## config.mk

```make
export PLATFORM = sky130hd
export DESIGN_NAME = lo_sweep_sequencer
export DESIGN_NICKNAME = d
export VERILOG_FILES = /design/src/rtl/lo_sweep_sequencer.sv
export SDC_FILE = /design/constraint.sdc
export NUM_CORES = 1
export LEC_CHECK = 0
export BUFFER_PORTS_ARGS = -buffer_cell sky130_fd_sc_hd__buf_2
export CAP_MARGIN = 20
export CORE_UTILIZATION = 49
export DETAILED_ROUTE_END_ITERATION = 8
export PLACE_DENSITY_LB_ADDON = 0.3
export SLEW_MARGIN = 5
export SYNTH_ARGS = -nofsm -noshare
export SYNTH_HDL_FRONTEND = slang
export SYNTH_SLANG_ARGS = --single-unit
```

## constraint.sdc

```tcl
create_clock -name clk -period 3.8 [get_ports clk]
set_input_delay 1.14 -clock clk [delete_from_list [all_inputs] [get_ports clk]]
set_output_delay 1.14 -clock clk [all_outputs]
set_load 0.01 [all_outputs]
```

## src/rtl/lo_sweep_sequencer.sv

```systemverilog
// lo_sweep_sequencer: non-overlapping LO pair generator with stepped divider sweep.
// Define SWEEP_LOOP_EN to restart the sweep from div_start at completion until aborted.
module lo_sweep_sequencer #(
    parameter int DIV_W    = 8,
    parameter int DWELL_W  = 12,
    parameter int DEAD_CYC = 1
) (
    input  logic               clk,
    input  logic               rst_n,
    input  logic               start,
    input  logic               abort,
    input  logic [DIV_W-1:0]   div_start,
    input  logic [DIV_W-1:0]   div_stop,
    input  logic [DWELL_W-1:0] dwell,
    output logic               lo_p,
    output logic               lo_n,
    output logic               busy,
    output logic               done,
    output logic               step_strobe,
    output logic [DIV_W-1:0]   cur_div
);
    localparam int DCW = (DEAD_CYC > 1) ? $clog2(DEAD_CYC) : 1;
    localparam int CW  = (DIV_W >= DCW) ? DIV_W : DCW;
    localparam logic          DEAD_EN   = 1'(DEAD_CYC > 0);
    localparam logic [CW-1:0] DEAD_LAST = CW'((DEAD_CYC > 0) ? DEAD_CYC - 1 : 0);

    localparam logic [2:0] S_IDLE  = 3'd0;
    localparam logic [2:0] S_PH_P  = 3'd1;
    localparam logic [2:0] S_DEAD1 = 3'd2;
    localparam logic [2:0] S_PH_N  = 3'd3;
    localparam logic [2:0] S_DEAD2 = 3'd4;

    logic [2:0]         r_state;
    logic [CW-1:0]      r_cnt;
    logic [DWELL_W-1:0] r_dwell_cnt;
    logic [DWELL_W-1:0] r_dwell_max;
    logic [DIV_W-1:0]   r_div_stop;
    logic [DIV_W-1:0]   r_cur_div;
    logic               r_up;
    logic               r_lo_p;
    logic               r_lo_n;
    logic               r_busy;
    logic               r_done;
    logic               r_step;
`ifdef SWEEP_LOOP_EN
    logic [DIV_W-1:0]   r_div_first;
`endif

    logic [2:0] w_nxt;
    logic [2:0] w_fin_state;
    logic       w_accept;
    logic       w_last_ph;
    logic       w_last_dead;
    logic       w_per_end;
    logic       w_dwell_end;
    logic       w_fin;
    logic       w_step;

`ifdef SWEEP_LOOP_EN
    assign w_fin_state = S_PH_P;
`else
    assign w_fin_state = S_IDLE;
`endif

    assign w_accept    = (r_state == S_IDLE) && start && !abort;
    assign w_last_ph   = r_cnt == CW'(r_cur_div);
    assign w_last_dead = r_cnt == DEAD_LAST;
    assign w_per_end   = DEAD_EN ? (r_state == S_DEAD2 && w_last_dead)
                                 : (r_state == S_PH_N && w_last_ph);
    assign w_dwell_end = w_per_end && (r_dwell_cnt == r_dwell_max - DWELL_W'(1));
    assign w_fin       = w_dwell_end && (r_cur_div == r_div_stop);
    assign w_step      = w_dwell_end && (r_cur_div != r_div_stop);

    // Abort overrides every transition, including acceptance and completion
    always_comb begin
        w_nxt = r_state;
        case (r_state)
            S_IDLE:  w_nxt = w_accept ? S_PH_P : S_IDLE;
            S_PH_P:  if (w_last_ph) w_nxt = DEAD_EN ? S_DEAD1 : S_PH_N;
            S_DEAD1: if (w_last_dead) w_nxt = S_PH_N;
            S_PH_N:  if (w_last_ph) w_nxt = DEAD_EN ? S_DEAD2 : (w_fin ? w_fin_state : S_PH_P);
            S_DEAD2: if (w_last_dead) w_nxt = w_fin ? w_fin_state : S_PH_P;
            default: w_nxt = S_IDLE;
        endcase
        if (abort) w_nxt = S_IDLE;
    end

    always_ff @(posedge clk or negedge rst_n) begin
        if (!rst_n) begin
            r_state     <= S_IDLE;
            r_cnt       <= '0;
            r_dwell_cnt <= '0;
            r_dwell_max <= '0;
            r_div_stop  <= '0;
            r_cur_div   <= '0;
            r_up        <= 1'b0;
            r_lo_p      <= 1'b0;
            r_lo_n      <= 1'b0;
            r_busy      <= 1'b0;
            r_done      <= 1'b0;
            r_step      <= 1'b0;
`ifdef SWEEP_LOOP_EN
            r_div_first <= '0;
`endif
        end else begin
            r_state <= w_nxt;
            r_cnt   <= (w_nxt != r_state || w_nxt == S_IDLE) ? '0 : r_cnt + CW'(1);
            r_lo_p  <= w_nxt == S_PH_P;
            r_lo_n  <= w_nxt == S_PH_N;
            r_busy  <= w_nxt != S_IDLE;
            r_done  <= w_fin && !abort;
            r_step  <= w_step && !abort;
            if (w_accept) begin
                r_cur_div   <= div_start;
                r_div_stop  <= div_stop;
                r_up        <= div_start < div_stop;
                r_dwell_max <= (dwell == '0) ? DWELL_W'(1) : dwell;
                r_dwell_cnt <= '0;
`ifdef SWEEP_LOOP_EN
                r_div_first <= div_start;
`endif
            end else if (w_per_end && !abort) begin
                r_dwell_cnt <= w_dwell_end ? '0 : r_dwell_cnt + DWELL_W'(1);
                if (w_step)
                    r_cur_div <= r_up ? r_cur_div + DIV_W'(1) : r_cur_div - DIV_W'(1);
`ifdef SWEEP_LOOP_EN
                else if (w_fin)
                    r_cur_div <= r_div_first;
`endif
            end
        end
    end

    assign lo_p        = r_lo_p;
    assign lo_n        = r_lo_n;
    assign busy        = r_busy;
    assign done        = r_done;
    assign step_strobe = r_step;
    assign cur_div     = r_cur_div;
endmodule

```

==> results.yml <==
route:
  top_layer: "met4"
  wl_per_cell_um: 15.15
  drt-met1-wl_um: 3958
  route.vias.total: 3168
  drtIter0Drc: 125
  met2_length_um: 3892
  drtAntennaViolNets: 0
  routed_via_density: 5.627
  drcViolationCount: 0
  routed_wl_um: 8529
  first_pass_iters: 5
  dr_wl_met3_um: 508
clocking:
  clk_pin_slew_ps: 60
  cts_sinks: 57
  clock-root-buffer: "clkbuf_8"
  cts_max_level: 3
  cts_tree: "done"
  numCtsBuffers: 9
  clk_path_buf_depth: 2
  postCtsResizedCells: 0
  clock_latency_ps: 340
  hold_buffers: 0
  post_cts_buffers: 0
placement:
  numPortBuffers: 44
  place_inst: 550
  pre_cts_slack_ps: 866.1
  post_dp_cell_area_um2: 3989
  routabilityCongestion: 0.9253
  hpwl_um: 6527
timing:
  max_freq_ghz: 0.3368
  finalSetupTns_ps: 0
  whs_ps: 504.6
  finalCritPeriodShare_pct: 78.14
  maxSlewHeadroom_pct: 57.08
  clock_skew_ps: 9.133
  min_period_ps: 2969
  rsz0062_at_grt: "no"
  setup_viol: 0
  finalHoldViolCount: 0
  tightestPinTransition_ps: 639.0
  final.setup.worst_slack_ps: 830.8
  slew_violations: 0
synthesis:
  yosys.area_share.simple_pct: 21.99
  synth_compound_area_share_pct: 15.53
  synth_top_family_by_area: "simple AND/OR/NAND/NOR gates"
  synthFlopType: "dfrtp_1"
  yosysUniqueCellTypes: 57
  async_reset_ff_share_pct: 100.0
  synthXorXnorAreaFrac_pct: 10.58
  yosysSeqAreaShare_pct: 39.16
  synth_top_area_cell: "dfrtp_1"
  yosysWarnings: 0
  synth_edf_count: 0
  synth_commonest_cells: "nand2_1 (70), dfrtp_1 (57), inv_1 (27), xnor2_1 (24), o21ai_0 (22)"
  synth.area.mux_share_pct: 1.924
  synth_top_area_share_pct: 39.16
  yosysMostFrequentCell: "nand2_1"
  synth.area.top_cells: "dfrtp_1 (39%), nand2_1 (7.2%), ha_1 (5.8%)"
  synth_area_per_cell_um2: 8.819
  synthAdderAreaFrac_pct: 6.664
  syn_nets: 463
  synth.cell_area_um2: 3642
  synth_cells: 413
  synth-seq-cells: 57
layout:
  syn2layout_area_growth_pct: 13.64
  diodes: 0
  fillers: 678
  final_nets: 512
  drive_above_1_share_pct: 15.52
  post-route-util_pct: 57.37
  finalNonFillerCells: 563
  design_area_um2: 4139
worst_hold_path:
  min_path_cells: 2
  hold_class: "reg2reg"
  hold_end: "r_div_stop[3]"
  hold_start: "r_div_stop[3]"
power:
  finalPower_mw: 1.825
  powerDensity_nw_per_um2: 440.8
  p_leak_nw: 1.879
  irDropWorstVdd_mv: 0.1997
setup_path:
  reg2reg_slack_ps: 830
  ff2ff_path_depth: 9
  critPathCaptureType: "register"
  path_class: "reg2reg"
  worstReg2RegStart: "r_cnt[0]"
  required_ps: 4010
  reg2reg_to: "cur_div[6]"
  critPathArrivalTime_ps: 3180
  critPathMaxFanout: 7
  start_kind: "register"
grt:
  grt_max_degree: 33
  grt_usage_pct: 24.31
  grt_pass1_wl_um: 14300
  grt_pass1_vias: 3079
  gr-total-overflow: 0
  antenna_found_initial: 0
floorplanning:
  io_pins: 45
  start_util_pct: 50.49
  row_count: 31
  die-area_um2: 7782
  die_w_um: 88.22
  die_h_um: 88.22
  core_um2: 7214
run:
  cap_violations: 0
outcome:
  outcome: "finished clean"
power by group:
part / total [mW] / switching, mW / internal, mW
Sequential: 0.775 / 0.101 / 0.674
Clock: 0.467 / 0.224 / 0.242
Combinational: 0.583 / 0.324 / 0.259
cells in the final DEF (no fill, tap or decap), types with 3 or more instances in the layout:
| master | Yosys | layout |
|---|---|---|
| nand2_1 | 70 | 70 |
| dfrtp_1 | 57 | 57 |
| ha_1 | 17 | 17 |
| xnor2_1 | 24 | 24 |
| o21bai_1 | 3 | 3 |
| o21ai_0 | 22 | 22 |
| o21ai_1 | 7 | 7 |
| o31ai_1 | 3 | 3 |
| o41ai_1 | 3 | 3 |
| inv_1 | 27 | 27 |
| nor4_1 | 8 | 8 |
| nand4_1 | 3 | 3 |
| clkbuf_8 | 0 | 10 |
| or3_1 | 5 | 5 |
| mux2i_1 | 7 | 7 |
| a21o_1 | 8 | 8 |
| a21oi_1 | 8 | 8 |
| nand3_1 | 16 | 16 |
| nor3_1 | 15 | 15 |
| a31oi_1 | 7 | 7 |
| and2_1 | 4 | 4 |
| buf_4 | 0 | 7 |
| xor2_1 | 20 | 20 |
| nor2_1 | 19 | 19 |
| and3_1 | 4 | 4 |
| o22ai_1 | 3 | 3 |
| nand2b_1 | 3 | 3 |
| buf_2 | 1 | 44 |
kinds of logic after synthesis:
kind of cell / after synthesis
xor+xnor: 44
fa+ha+maj: 19
mux: 7
simple gates: 163
compound gates: 83
buf+inv: 40
flops: 57
critical path, cell delays in order, from the launching register on:
cell and delay, ps:
dfrtp_1 450, inv_1 90, ha_1 140, nor4b_1 440, nand3_1 270, a2111oi_4 300
o2111ai_2 230, nor4_4 600, mux2i_1 260, o21ai_1 80
layout make-up:
| type | count | area, um2 | share of cell area [%] |
|---|---|---|---|
| multi-input cells | 316 | 2064 | 49.88 |
| flip-flops and latches | 57 | 1426 | 34.46 |
| repair buffers | 51 | 272.8 | 6.590 |
| clock buffers | 12 | 145.1 | 3.507 |
| well taps | 99 | 123.9 | 2.993 |
| inverters | 27 | 101.3 | 2.449 |
| clock inverters | 1 | 5.005 | 0.1209 |
worst max-delay path by stage:
stage / end / cells past startpoint / slack, ps / from
2_1_floorplan: r_dwell_cnt[8] / 8 / 1070 / r_dwell_max[0]
3_3_place_gp: cur_div[2] / 7 / 940 / r_dwell_max[0]
3_5_place_dp: cur_div[6] / 9 / 870 / r_cnt[0]
4_1_cts: cur_div[6] / 9 / 840 / r_cnt[0]
5_1_grt: cur_div[2] / 9 / 510 / r_cnt[0]
6_report: cur_div[6] / 9 / 830 / r_cnt[0]
metal layers:
layer	vias up	global-route usage, %
met5	-	0
met4	0	11.14
met3	16	5.037
met2	120	38.18
met1	1485	32.38
li1	1547	-
state kept, by name, summed over array words and instances (netlist names), 3 cells and up:
register,cells
r_dwell_max,12
cur_div,8
r_cnt,8
r_div_stop,8
r_dwell_cnt,12
r_state,3
Power figures use the tool's default switching activity.
